**src/rtl/neuron_mac_q9.sv**
```systemverilog
// neuron_mac_q9: single-neuron multiply-accumulate in Q7.9.
// Streams len (x,w) pairs into a full-precision accumulator seeded with the bias,
// then rounds half toward +inf, saturates to 16 bits and presents the result on a
// valid/ready output. All outputs come straight from flops.
module neuron_mac_q9 #(
    parameter int unsigned DATA_W = 16,
    parameter int unsigned FRAC   = 9,
    parameter int unsigned CNT_W  = 8,
    parameter int unsigned ACC_W  = 40
) (
    input  logic              clk,
    input  logic              rst,
    input  logic              start,
    input  logic [CNT_W-1:0]  len,
    input  logic [DATA_W-1:0] bias,
    input  logic              in_valid,
    output logic              in_ready,
    input  logic [DATA_W-1:0] x_in,
    input  logic [DATA_W-1:0] w_in,
    output logic              out_valid,
    input  logic              out_ready,
    output logic [DATA_W-1:0] out_data,
    output logic              sat,
    output logic              busy
);

    typedef enum logic [1:0] {StIdle, StAcc, StRound, StOut} state_e;

    localparam logic signed [ACC_W-1:0] RndHalf = ACC_W'(1) << (FRAC - 1);

    state_e                   state_q, state_d;
    logic signed [ACC_W-1:0]  acc_q, acc_d;
    logic [CNT_W-1:0]         cnt_q, cnt_d;
    logic [CNT_W-1:0]         len_q, len_d;
    logic [DATA_W-1:0]        out_data_q, out_data_d;
    logic                     sat_q, sat_d;
    logic                     out_valid_q, out_valid_d;
    logic                     in_ready_q, in_ready_d;
    logic                     busy_q, busy_d;

    logic signed [ACC_W-1:0]    bias_ext;
    logic signed [2*DATA_W-1:0] prod;
    logic signed [ACC_W-1:0]    prod_ext;
    logic signed [ACC_W-1:0]    rnd_shift;
    logic [ACC_W-DATA_W:0]      rnd_hi;
    logic                       clip;
    logic [DATA_W-1:0]          rnd_sat;
    logic                       accept;

    // Datapath: bias alignment, product, rounding and saturation
    always_comb begin
        bias_ext  = {{(ACC_W-DATA_W){bias[DATA_W-1]}}, bias} << FRAC;
        prod      = $signed(x_in) * $signed(w_in);
        prod_ext  = {{(ACC_W-2*DATA_W){prod[2*DATA_W-1]}}, prod};
        rnd_shift = (acc_q + RndHalf) >>> FRAC;
        // Result fits iff every bit above the 16-bit sign position matches the sign
        rnd_hi    = rnd_shift[ACC_W-1:DATA_W-1];
        clip      = !((&rnd_hi) || !(|rnd_hi));
        if (!clip) begin
            rnd_sat = rnd_shift[DATA_W-1:0];
        end else if (rnd_shift[ACC_W-1]) begin
            rnd_sat = {1'b1, {(DATA_W-1){1'b0}}};
        end else begin
            rnd_sat = {1'b0, {(DATA_W-1){1'b1}}};
        end
        accept = in_valid && in_ready_q;
    end

    // Next-state logic; handshake outputs are decoded from the next state so they register
    always_comb begin
        state_d    = state_q;
        acc_d      = acc_q;
        cnt_d      = cnt_q;
        len_d      = len_q;
        out_data_d = out_data_q;
        sat_d      = sat_q;
        unique case (state_q)
            StIdle: begin
                if (start) begin
                    acc_d   = bias_ext;
                    cnt_d   = '0;
                    len_d   = len;
                    state_d = (len != '0) ? StAcc : StRound;
                end
            end
            StAcc: begin
                if (accept) begin
                    acc_d = acc_q + prod_ext;
                    cnt_d = cnt_q + CNT_W'(1);
                    if (cnt_q == len_q - CNT_W'(1)) begin
                        state_d = StRound;
                    end
                end
            end
            StRound: begin
                out_data_d = rnd_sat;
                sat_d      = clip;
                state_d    = StOut;
            end
            StOut: begin
                if (out_ready) begin
                    state_d = StIdle;
                end
            end
            default: state_d = StIdle;
        endcase
        in_ready_d  = (state_d == StAcc);
        out_valid_d = (state_d == StOut);
        busy_d      = (state_d != StIdle);
    end

    // State and output registers, asynchronously cleared
    always_ff @(posedge clk or posedge rst) begin
        if (rst) begin
            state_q     <= StIdle;
            acc_q       <= '0;
            cnt_q       <= '0;
            len_q       <= '0;
            out_data_q  <= '0;
            sat_q       <= 1'b0;
            out_valid_q <= 1'b0;
            in_ready_q  <= 1'b0;
            busy_q      <= 1'b0;
        end else begin
            state_q     <= state_d;
            acc_q       <= acc_d;
            cnt_q       <= cnt_d;
            len_q       <= len_d;
            out_data_q  <= out_data_d;
            sat_q       <= sat_d;
            out_valid_q <= out_valid_d;
            in_ready_q  <= in_ready_d;
            busy_q      <= busy_d;
        end
    end

    assign in_ready  = in_ready_q;
    assign out_valid = out_valid_q;
    assign out_data  = out_data_q;
    assign sat       = sat_q;
    assign busy      = busy_q;

endmodule

```
**config.mk**
```make
export PLATFORM = sky130hd
export DESIGN_NAME = neuron_mac_q9
export DESIGN_NICKNAME = d
export VERILOG_FILES = /design/src/rtl/neuron_mac_q9.sv
export SDC_FILE = /design/constraint.sdc
export NUM_CORES = 1
export LEC_CHECK = 0
export BUFFER_PORTS_ARGS = -buffer_cell sky130_fd_sc_hd__buf_4
export CAP_MARGIN = 40
export CORE_ASPECT_RATIO = 0.8
export CORE_UTILIZATION = 50
export CTS_CLUSTER_SIZE = 8
export DETAILED_ROUTE_END_ITERATION = 6
export GPL_TIMING_DRIVEN = 0
export PLACE_DENSITY = 0.67
export SLEW_MARGIN = 20
export SYNTH_ARGS = -nofsm -noshare
export SYNTH_HDL_FRONTEND = slang
export SYNTH_SLANG_ARGS = --single-unit
```
**constraint.sdc**
```tcl
create_clock -name clk -period 6.4 [get_ports clk]
set_clock_uncertainty 0.2 [all_clocks]
set_input_delay 0.32 -clock clk [delete_from_list [all_inputs] [get_ports clk]]
set_output_delay 0.32 -clock clk [all_outputs]
set_load 0.005 [all_outputs]
```
### Word level (Yosys, flattened, before mapping)

Cells that the tools add are included.

| word-level totals | value |
|---|---|
| flip-flop bits (word level) | 78 |
| latch bits | 0 |
| RAM bits | 0 |
| ROM bits | 0 |
| output and inout bits | 20 |
| memories kept | 0 |

| operators by class | value |
|---|---|
| add/sub/neg operators | 4 |
| $mul | 1 |
| divide/modulo/power cells | 0 |
| magnitude comparators | 0 |
| eq/ne operators | 8 |
| shift-type cells | 0 |
| mux-type cells | 14 |
| bitwise operators | 0 |
| reduce and logical (&&, ||, !) cells | 12 |

Operator list:

| kind | number |
|---|---|
| $mux W40 | 2 |
| $pmux W40 S2 | 1 |
| $add A40 B10 Y40 const B | 1 |
| $add A40 B32 Y40 | 1 |
| $mul A16 B16 Y32 | 1 |
| $mux W16 | 2 |
| $mux W8 | 2 |
| $pmux W8 S2 | 1 |
| $reduce_and A16 Y1 | 1 |
| $reduce_or A16 Y1 | 1 |
| $mux W2 | 5 |
| $add A8 B1 Y8 const B | 1 |
| $eq A8 B8 Y1 | 1 |
| $pmux W2 S4 | 1 |
| $reduce_bool A8 Y1 | 1 |
| $sub A8 B1 Y8 const B | 1 |
| $eq A2 B2 Y1 const B | 3 |
| $eq A2 B1 Y1 const B | 2 |
| $ne A2 B2 Y1 const B | 2 |
| $reduce_bool A2 Y1 | 2 |
| $reduce_and A3 Y1 | 1 |
| $logic_not A1 Y1 | 2 |
| $logic_not A2 Y1 | 1 |
| $reduce_and A2 Y1 | 1 |
| 2 further kinds | 2 |

### Logic depth before layout (Yosys ltp)

Gate-level depths: netlist (run 1).

| depth | value |
|---|---|
| depth after elaboration | 6 |
| mapped depth | 24 |

### Worst setup path after synthesis (run 1)

Ideal clock, no wire load.

| timing | value |
|---|---|
| kind | input to register |
| start | in x_in[15] |
| end | reg acc_q[39] |
| library setup time | 0.126 ns |
| arrival time | 6.124 ns |
| data required time | 6.074 ns |
| slack | -0.050 ns |
| stages on the path | 23 |
| cell sequence | clkbuf_1 > nand2_1 > inv_1 > fa_1 > fa_1 > inv_1 > fa_1 > fa_1 > inv_1 > fa_1 > inv_1 > fa_1 > inv_1 > ha_1 > a21o_1 > a21oi_1 > inv_1 > a21oi_1 > o21ai_0 > a21oi_1 > o22ai_1 > a211o_1 > a221o_1 |

| between the ends | value |
|---|---|
| longest elaborated chain between the ends | 4 |

Ends and longest elaborated chain:

| item | RTL line | source |
|---|---|---|
| start: declaration | 18 | `input logic [DATA_W-1:0] x_in,` |
| $mul A16 B16 Y32 | 53 | `prod = $signed(x_in) * $signed(w_in);` |
| $add A40 B32 Y40 | 88 | `acc_d = acc_q + prod_ext;` |
| $mux W40 | 87 | `if (accept) begin` |
| $pmux W40 S2 | 77 | `unique case (state_q)` |
| end signal: assignment | 116 | `acc_q <= '0;` |
| end signal: assignment | 126 | `acc_q <= acc_d;` |
| end: declaration | 32 | `logic signed [ACC_W-1:0] acc_q, acc_d;` |

No other way between the ends. The select of a mux whose other input is x is not followed.
A chain may end at the register's enable or synchronous reset.

### Worst setup path in the final report (run 1)

| timing | value |
|---|---|
| start | in x_in[6] |
| end | reg acc_q[39] |

Same word-level chain as after synthesis.

==> impl_metrics.env, run 1 <==
export IMPL_outcome="complete, no violations"
export IMPL_cts_buffers_inserted=9
export IMPL_synth_edf_count=0
export IMPL_core_sq_mm=0.0325
export IMPL_syn_to_final_growth_pct=11.8
export IMPL_stdcell_area_sq_mm=0.0184
export IMPL_globalplace_congestion=0.902
export IMPL_path_class="in -> reg"
export IMPL_cts_sinks=78
export IMPL_seq_area_frac_synth_pct=11.8
export IMPL_die_area_sq_mm=0.0337
export IMPL_ys_flop_type="dfrtp_1"
export IMPL_route_met3_wl_mm=2.59
export IMPL_syn_nets=2330
export IMPL_die_h_um=164
export IMPL_drive_above_1_share_pct=9.48
export IMPL_mostFrequentLayoutCell="inv_1"
export IMPL_clock_latency_ns=0.34
export IMPL_holdWs_ns=0.0350
export IMPL_grt_total_usage_pct=26.4
export IMPL_start_util_pct=50.7
export IMPL_drt_initial_drc_count=871
export IMPL_end_kind="register"
export IMPL_antenna_found_initial=5
export IMPL_routedWlPerCell_um=17.8
export IMPL_async_flop_share_pct=100
export IMPL_via_per_inst=5.43
export IMPL_crit_path_top_delay_cell="fa_1"
export IMPL_cts_tree="yes"
export IMPL_drc=0
export IMPL_cts_buffer_depth=2
export IMPL_ios=81
export IMPL_critPathLaunchType="input port"
export IMPL_cp_common_cell="fa_1"
export IMPL_syn_area_sq_mm=0.0165
export IMPL_grt_max_degree=45
export IMPL_hold_viol=0
export IMPL_grt_pass1_vias=13100
export IMPL_io_buffers=80
export IMPL_dr_pass1_iters=5
export IMPL_wl_mm=41.9
export IMPL_globalRouteOverflowTotal=0
export IMPL_synth_seq_cells=78
export IMPL_cts_clk_slew_worst_paths_ns=0.06
export IMPL_setup_tns_ns=0
export IMPL_worstPathMaxFanout=10
export IMPL_avgSynthCellArea_sq_um=9.05
export IMPL_setup_violations_final=0
export IMPL_root_buffer="clkbuf_16"
export IMPL_dpl_hpwl_mm=36.2
export IMPL_vias=12800
export IMPL_final_cell_mix="421 x inv_1, 326 x fa_1, 208 x nand2_1"
export IMPL_min_period_ns=6.32
export IMPL_hold_class="in -> reg"
export IMPL_cp_buffers_inverters=5
export IMPL_grt_pass1_wl_mm=68.9
export IMPL_met1Wirelength_mm=18.6
export IMPL_routed_wl_met2_mm=20.3
export IMPL_worstMarginPinSlew_ns=0.830
export IMPL_drv_slew=0
export IMPL_crit_arrival_ns=6.35
export IMPL_highest_layer="met4"
export IMPL_rows=59
export IMPL_max_slew_margin_pct=44.6
export IMPL_n_antenna_cell=0
export IMPL_netlist_cell_type_count=64
export IMPL_cp_top_family="adder cells"
export IMPL_maxClockFrequency_mhz=158
export IMPL_crit_path_cell_trace="buf_4 > clkbuf_4 > nand2_1 > fa_1 > inv_1 > fa_1 > fa_1 > fa_1 > fa_1 > inv_1 > fa_1 > inv_1 > ha_2 > and3_4 > and4_4 > o21ai_0 > a21oi_2 > o31ai_2 > o22ai_2 > nor3_1 > a211o_1 > a221o_1"
export IMPL_netlist_instances=1821
export IMPL_crit_required_ns=6.42
export IMPL_finalCritPeriodShare_pct=98.8
export IMPL_ant_nets=0
export IMPL_die_w_um=205
export IMPL_nNetsFinal=2435
export IMPL_ctsHtreeMaxLevel=3
export IMPL_cpPeakStageDelay_ns=0.56
export IMPL_maxCapViolations=0
export IMPL_fill_cells=2998
export IMPL_fin_util_pct=56.7
export IMPL_yosysWarnings=0
export IMPL_placed_area_sq_mm=0.0176
==> worst register-to-register path, cell delays in order, from the launching register on <==
cell and delay [ns]:
dfrtp_1 0.40, inv_1 0.14, fa_1 0.52, inv_1 0.05, fa_1 0.41, fa_1 0.51
fa_1 0.54, inv_1 0.05, fa_1 0.48, inv_1 0.05, ha_2 0.38, and3_4 0.23
and4_4 0.25, o21ai_0 0.11, a21oi_2 0.27, o31ai_2 0.12, o22ai_2 0.28, nor3_1 0.10
a211o_1 0.29, a221o_1 0.29
==> worst paths after layout <==
path | start | end | slack [ns] | cells past startpoint
setup / recovery | x_in[6] | acc_q[39]$_DFFE_PP0P_ | 0.08 | 22
hold reg to reg | sat$_DFFE_PP0P_ | sat$_DFFE_PP0P_ | 0.29 | 2
max in group asynchronous | rst | acc_q[9]$_DFFE_PP0P_ | 5.06 | 4
setup reg to reg | acc_q[15]$_DFFE_PP0P_ | acc_q[39]$_DFFE_PP0P_ | 0.63 | 19
min in group asynchronous | rst | out_data[10]$_DFFE_PP0P_ | 0.36 | 3
hold / removal | bias[7] | acc_q[16]$_DFFE_PP0P_ | 0.03 | 3
==> sequential cells by signal, indices dropped and copies added (netlist names) <==
| name | cells |
|---|---|
| state_q | 2 |
| acc_q | 40 |
| out_data | 16 |
| in_ready | 1 |
| cnt_q | 8 |
| busy | 1 |
| sat | 1 |
| out_valid | 1 |
| len_q | 8 |
==> layout make-up <==
type / instances / area (sq um) / share of cell area [%]
multi-input combinational: 1258 / 12900 / 69.9
buffer: 53 / 324 / 1.76
timing repair buffer: 101 / 803 / 4.36
clock inverter: 6 / 92.6 / 0.502
inverter: 425 / 1600 / 8.70
tap: 427 / 534 / 2.90
clock buffer: 10 / 239 / 1.30
sequential: 78 / 1950 / 10.6
==> per-layer routing <==
layer	global-route usage (%)	up-vias
li1	-	5821
met1	38.8	6569
met2	43.2	372
met3	2.88	38
met4	4.04	0
met5	0	-
==> stage by stage <==
stage | setup slack [ns] | instances
3_3_place_gp | -1.27 | 2328
6_report | 0.0782 | 2358
2_1_floorplan | 0.0238 | 1821
3_5_place_dp | -1.02 | 2330
5_1_grt | -0.0107 | 2358
4_1_cts | 0.00761 | 2353
==> what timing repair did <==
action / CTS / global route
endpoints found under the setup margin: 17 / 15
hold buffers: 8 / 0
endpoints found under the hold margin: 41 / 0
setup buffers: 1 / 9
pin swaps: 4 / 11
resized for setup: 46 / 82
==> cells in the mapped netlist (all sizes together), types with 7 or more instances <==
master / n / area, sq um
dfrtp: 78 / 1950
nand4: 15 / 100
a21oi: 67 / 335
nor4: 11 / 81.3
clkbuf: 54 / 203
ha: 118 / 1480
o31ai: 7 / 52.6
fa: 330 / 6610
xor2: 29 / 254
and3: 11 / 68.8
a22oi: 8 / 60.1
o22a: 11 / 96.3
and2: 117 / 732
a21o: 14 / 105
inv: 425 / 1600
o21ai: 62 / 310
nand3: 22 / 115
xnor2: 41 / 359
nor2: 63 / 236
nand2: 210 / 788
a31oi: 9 / 62.6
nor3: 16 / 85.1
o21bai: 9 / 67.6
==> logic make-up (layout without fill, tap and decap cells) <==
family	after synthesis	after routing	share of synthesized area (%)
AO/OA/AOI/OAI	232	232	8.89
adder cells (fa/ha/maj)	448	448	49.1
multiplexers	6	6	0.364
AND/OR/NAND/NOR	502	502	15.1
buffers and inverters	485	595	11.1
XOR/XNOR	70	70	3.72
flip-flops	78	78	11.8
Power of run 1 is left out: the tool's default activity adds up to more than one toggle a clock period on the data nets, which glitch-free logic cannot reach.
==> run 2: changes to the inputs <==
--- a/config.mk
+++ b/config.mk
@@ -13,6 +13,7 @@
 export DETAILED_ROUTE_END_ITERATION = 6
 export GPL_TIMING_DRIVEN = 0
 export PLACE_DENSITY = 0.67
+export RECOVER_POWER = 100
 export SLEW_MARGIN = 20
 export SYNTH_ARGS = -nofsm -noshare
 export SYNTH_HDL_FRONTEND = slang
==> run 2 against run 1 <==
Effect of this change:
- the flow now finishes with violations (max-capacitance violations, max-slew violations)
- register-to-register slack is essentially flat
- setup slack lost 0.0090 ns
- global-route usage is the same
- sequential share of layout area is essentially flat
- via count is essentially flat
- cell count is the same
- final area shrank 0.25%
- hold slack gained 0.0029 ns
- critical path depth is the same
- critical endpoint unchanged
- largest cell class unchanged
==> impl_metrics.env, run 2 (synthesized netlist as in run 1, its figures left out) <==
export IMPL_outcome="finished with violations"
export IMPL_violations="max-capacitance violations, max-slew violations"
export IMPL_critPathLaunchType="input port"
export IMPL_placedCellCount=2330
export IMPL_grt_pass1_wl_mm=68.9
export IMPL_nNetsFinal=2435
export IMPL_ios=81
export IMPL_start_util_pct=50.7
export IMPL_min_period_ns=6.33
export IMPL_syn_to_final_growth_pct=11.6
export IMPL_hold_viol=0
export IMPL_holdWs_ns=0.0379
export IMPL_via_per_inst=5.42
export IMPL_dr_pass1_iters=5
export IMPL_finalCritPeriodShare_pct=98.9
export IMPL_top_register="acc_q"
export IMPL_antenna_found_initial=5
export IMPL_grt_total_usage_pct=26.4
export IMPL_maxCapViolations=2
export IMPL_clock_latency_ns=0.34
export IMPL_ant_nets=0
export IMPL_grt_max_degree=45
export IMPL_crit_arrival_ns=6.35
export IMPL_core_sq_mm=0.0325
export IMPL_hold_depth=3
export IMPL_io_buffers=80
export IMPL_routedWlPerCell_um=17.8
export IMPL_timing_rr_end="acc_q[39]$_DFFE_PP0P_"
export IMPL_wl_mm=42.0
export IMPL_die_h_um=164
export IMPL_grt_pass1_vias=13100
export IMPL_globalRouteOverflowTotal=0
export IMPL_worstRegToRegCells=19
export IMPL_final_cell_count_no_fill=2358
export IMPL_maxClockFrequency_mhz=158
export IMPL_mostFrequentLayoutCell="inv_1"
export IMPL_cts_buffer_depth=2
export IMPL_dpl_worst_slack_ns=-1.02
export IMPL_root_buffer="clkbuf_16"
export IMPL_cts_buffers_inserted=9
export IMPL_cts_clk_slew_worst_paths_ns=0.06
export IMPL_min_to="acc_q[16]$_DFFE_PP0P_"
export IMPL_min_from="bias[7]"
export IMPL_drv_slew=81
export IMPL_vias=12800
export IMPL_drt_initial_drc_count=776
export IMPL_rows=59
export IMPL_largest_reg_flops=40
export IMPL_die_w_um=205
export IMPL_setup_violations_final=0
export IMPL_globalplace_congestion=0.902
export IMPL_finalWorstSetupSlack_ns=0.0691
export IMPL_die_area_sq_mm=0.0337
export IMPL_setup_tns_ns=0
export IMPL_max_slew_margin_pct=-65.2
export IMPL_dpl_hpwl_mm=36.2
export IMPL_cts_sinks=78
export IMPL_path_class="in -> reg"
export IMPL_ctsHtreeMaxLevel=3
export IMPL_crit_required_ns=6.42
export IMPL_r2r_slack_ns=0.62
export IMPL_cts_tree="yes"
export IMPL_drc=0
export IMPL_n_antenna_cell=0
export IMPL_drive_above_1_share_pct=9.17
export IMPL_worstPathMaxFanout=10
export IMPL_worstReg2RegStart="acc_q[15]$_DFFE_PP0P_"
export IMPL_worstMarginPinSlew_ns=2.48
export IMPL_final_cell_mix="421 x inv_1, 326 x fa_1, 208 x nand2_1"
export IMPL_hold_class="in -> reg"
export IMPL_end_kind="register"
## run 2: changes by cell type in the layout (fill, tap and decap cells not counted), moves of 4 or more
cell,change
and2_0,+4
clkbuf_1,+5
and2_1,-4
clkbuf_4,+20
buf_4,-22
## run 2: per-stage QoR
stage	util (%)	instance area, sq um
global placement	54.2	17600
global route	56.6	18400
finish	56.6	18400
CTS	55.9	18200
detailed placement	54.3	17600
floorplan	-	16500
## run 2: worst max-delay path: stages
cell      delay [ns]
buf_4           0.18
clkbuf_4        0.26
nand2_1         0.11
fa_1            0.55
inv_1           0.06
fa_1            0.55
fa_1            0.44
fa_1            0.50
fa_1            0.50
inv_1           0.05
fa_1            0.48
inv_1           0.05
ha_2            0.38
and3_4          0.22
and4_4          0.24
o21ai_0         0.11
a21oi_2         0.28
o31ai_2         0.11
o22ai_2         0.28
nor3_1          0.10
a211o_1         0.29
a221o_1         0.29
## run 2: worst max path at each step
| stage | slack (ns) | startpoint | depth (start not counted) | to |
|---|---|---|---|---|
| after CTS | 0.008 | x_in[15] | 24 | acc_q[39]$_DFFE_PP0P_ |
| after floorplan | 0.02 | x_in[15] | 23 | acc_q[39]$_DFFE_PP0P_ |
| after detailed placement | -1.02 | x_in[3] | 23 | acc_q[38]$_DFFE_PP0P_ |
| after global placement | -1.27 | x_in[14] | 22 | acc_q[34]$_DFFE_PP0P_ |
| after global routing | -0.01 | x_in[15] | 25 | acc_q[39]$_DFFE_PP0P_ |
| final | 0.07 | x_in[6] | 22 | acc_q[39]$_DFFE_PP0P_ |
## run 2: final cells by class
type / count / area, sq um
repair buffers: 101 / 772
well taps: 427 / 534
clock buffers: 10 / 239
clock inverters: 6 / 92.6
plain buffers: 53 / 323
flip-flops and latches: 78 / 1950
inverters: 425 / 1600
fillers: 3003 / 14100
multi-input cells: 1258 / 12900
## run 2: layer usage
layer	share of wire (%)	global-route usage, %	vias to the layer above
met2	48	43.2	353
met5	0	0	-
li1	-	-	5815
met3	6.1	2.88	34
met1	44	38.8	6587
met4	1.0	4.04	0
## run 2: timing repair
item                                   in CTS  in global routing
setup buffers                               1                  9
pin swaps                                   4                 11
endpoints found under the hold margin      41                  0
hold buffers                                8                  0
setup endpoints to repair                  17                 15
gates resized for setup                    46                 82
Power of run 2 is left out for the same reason.
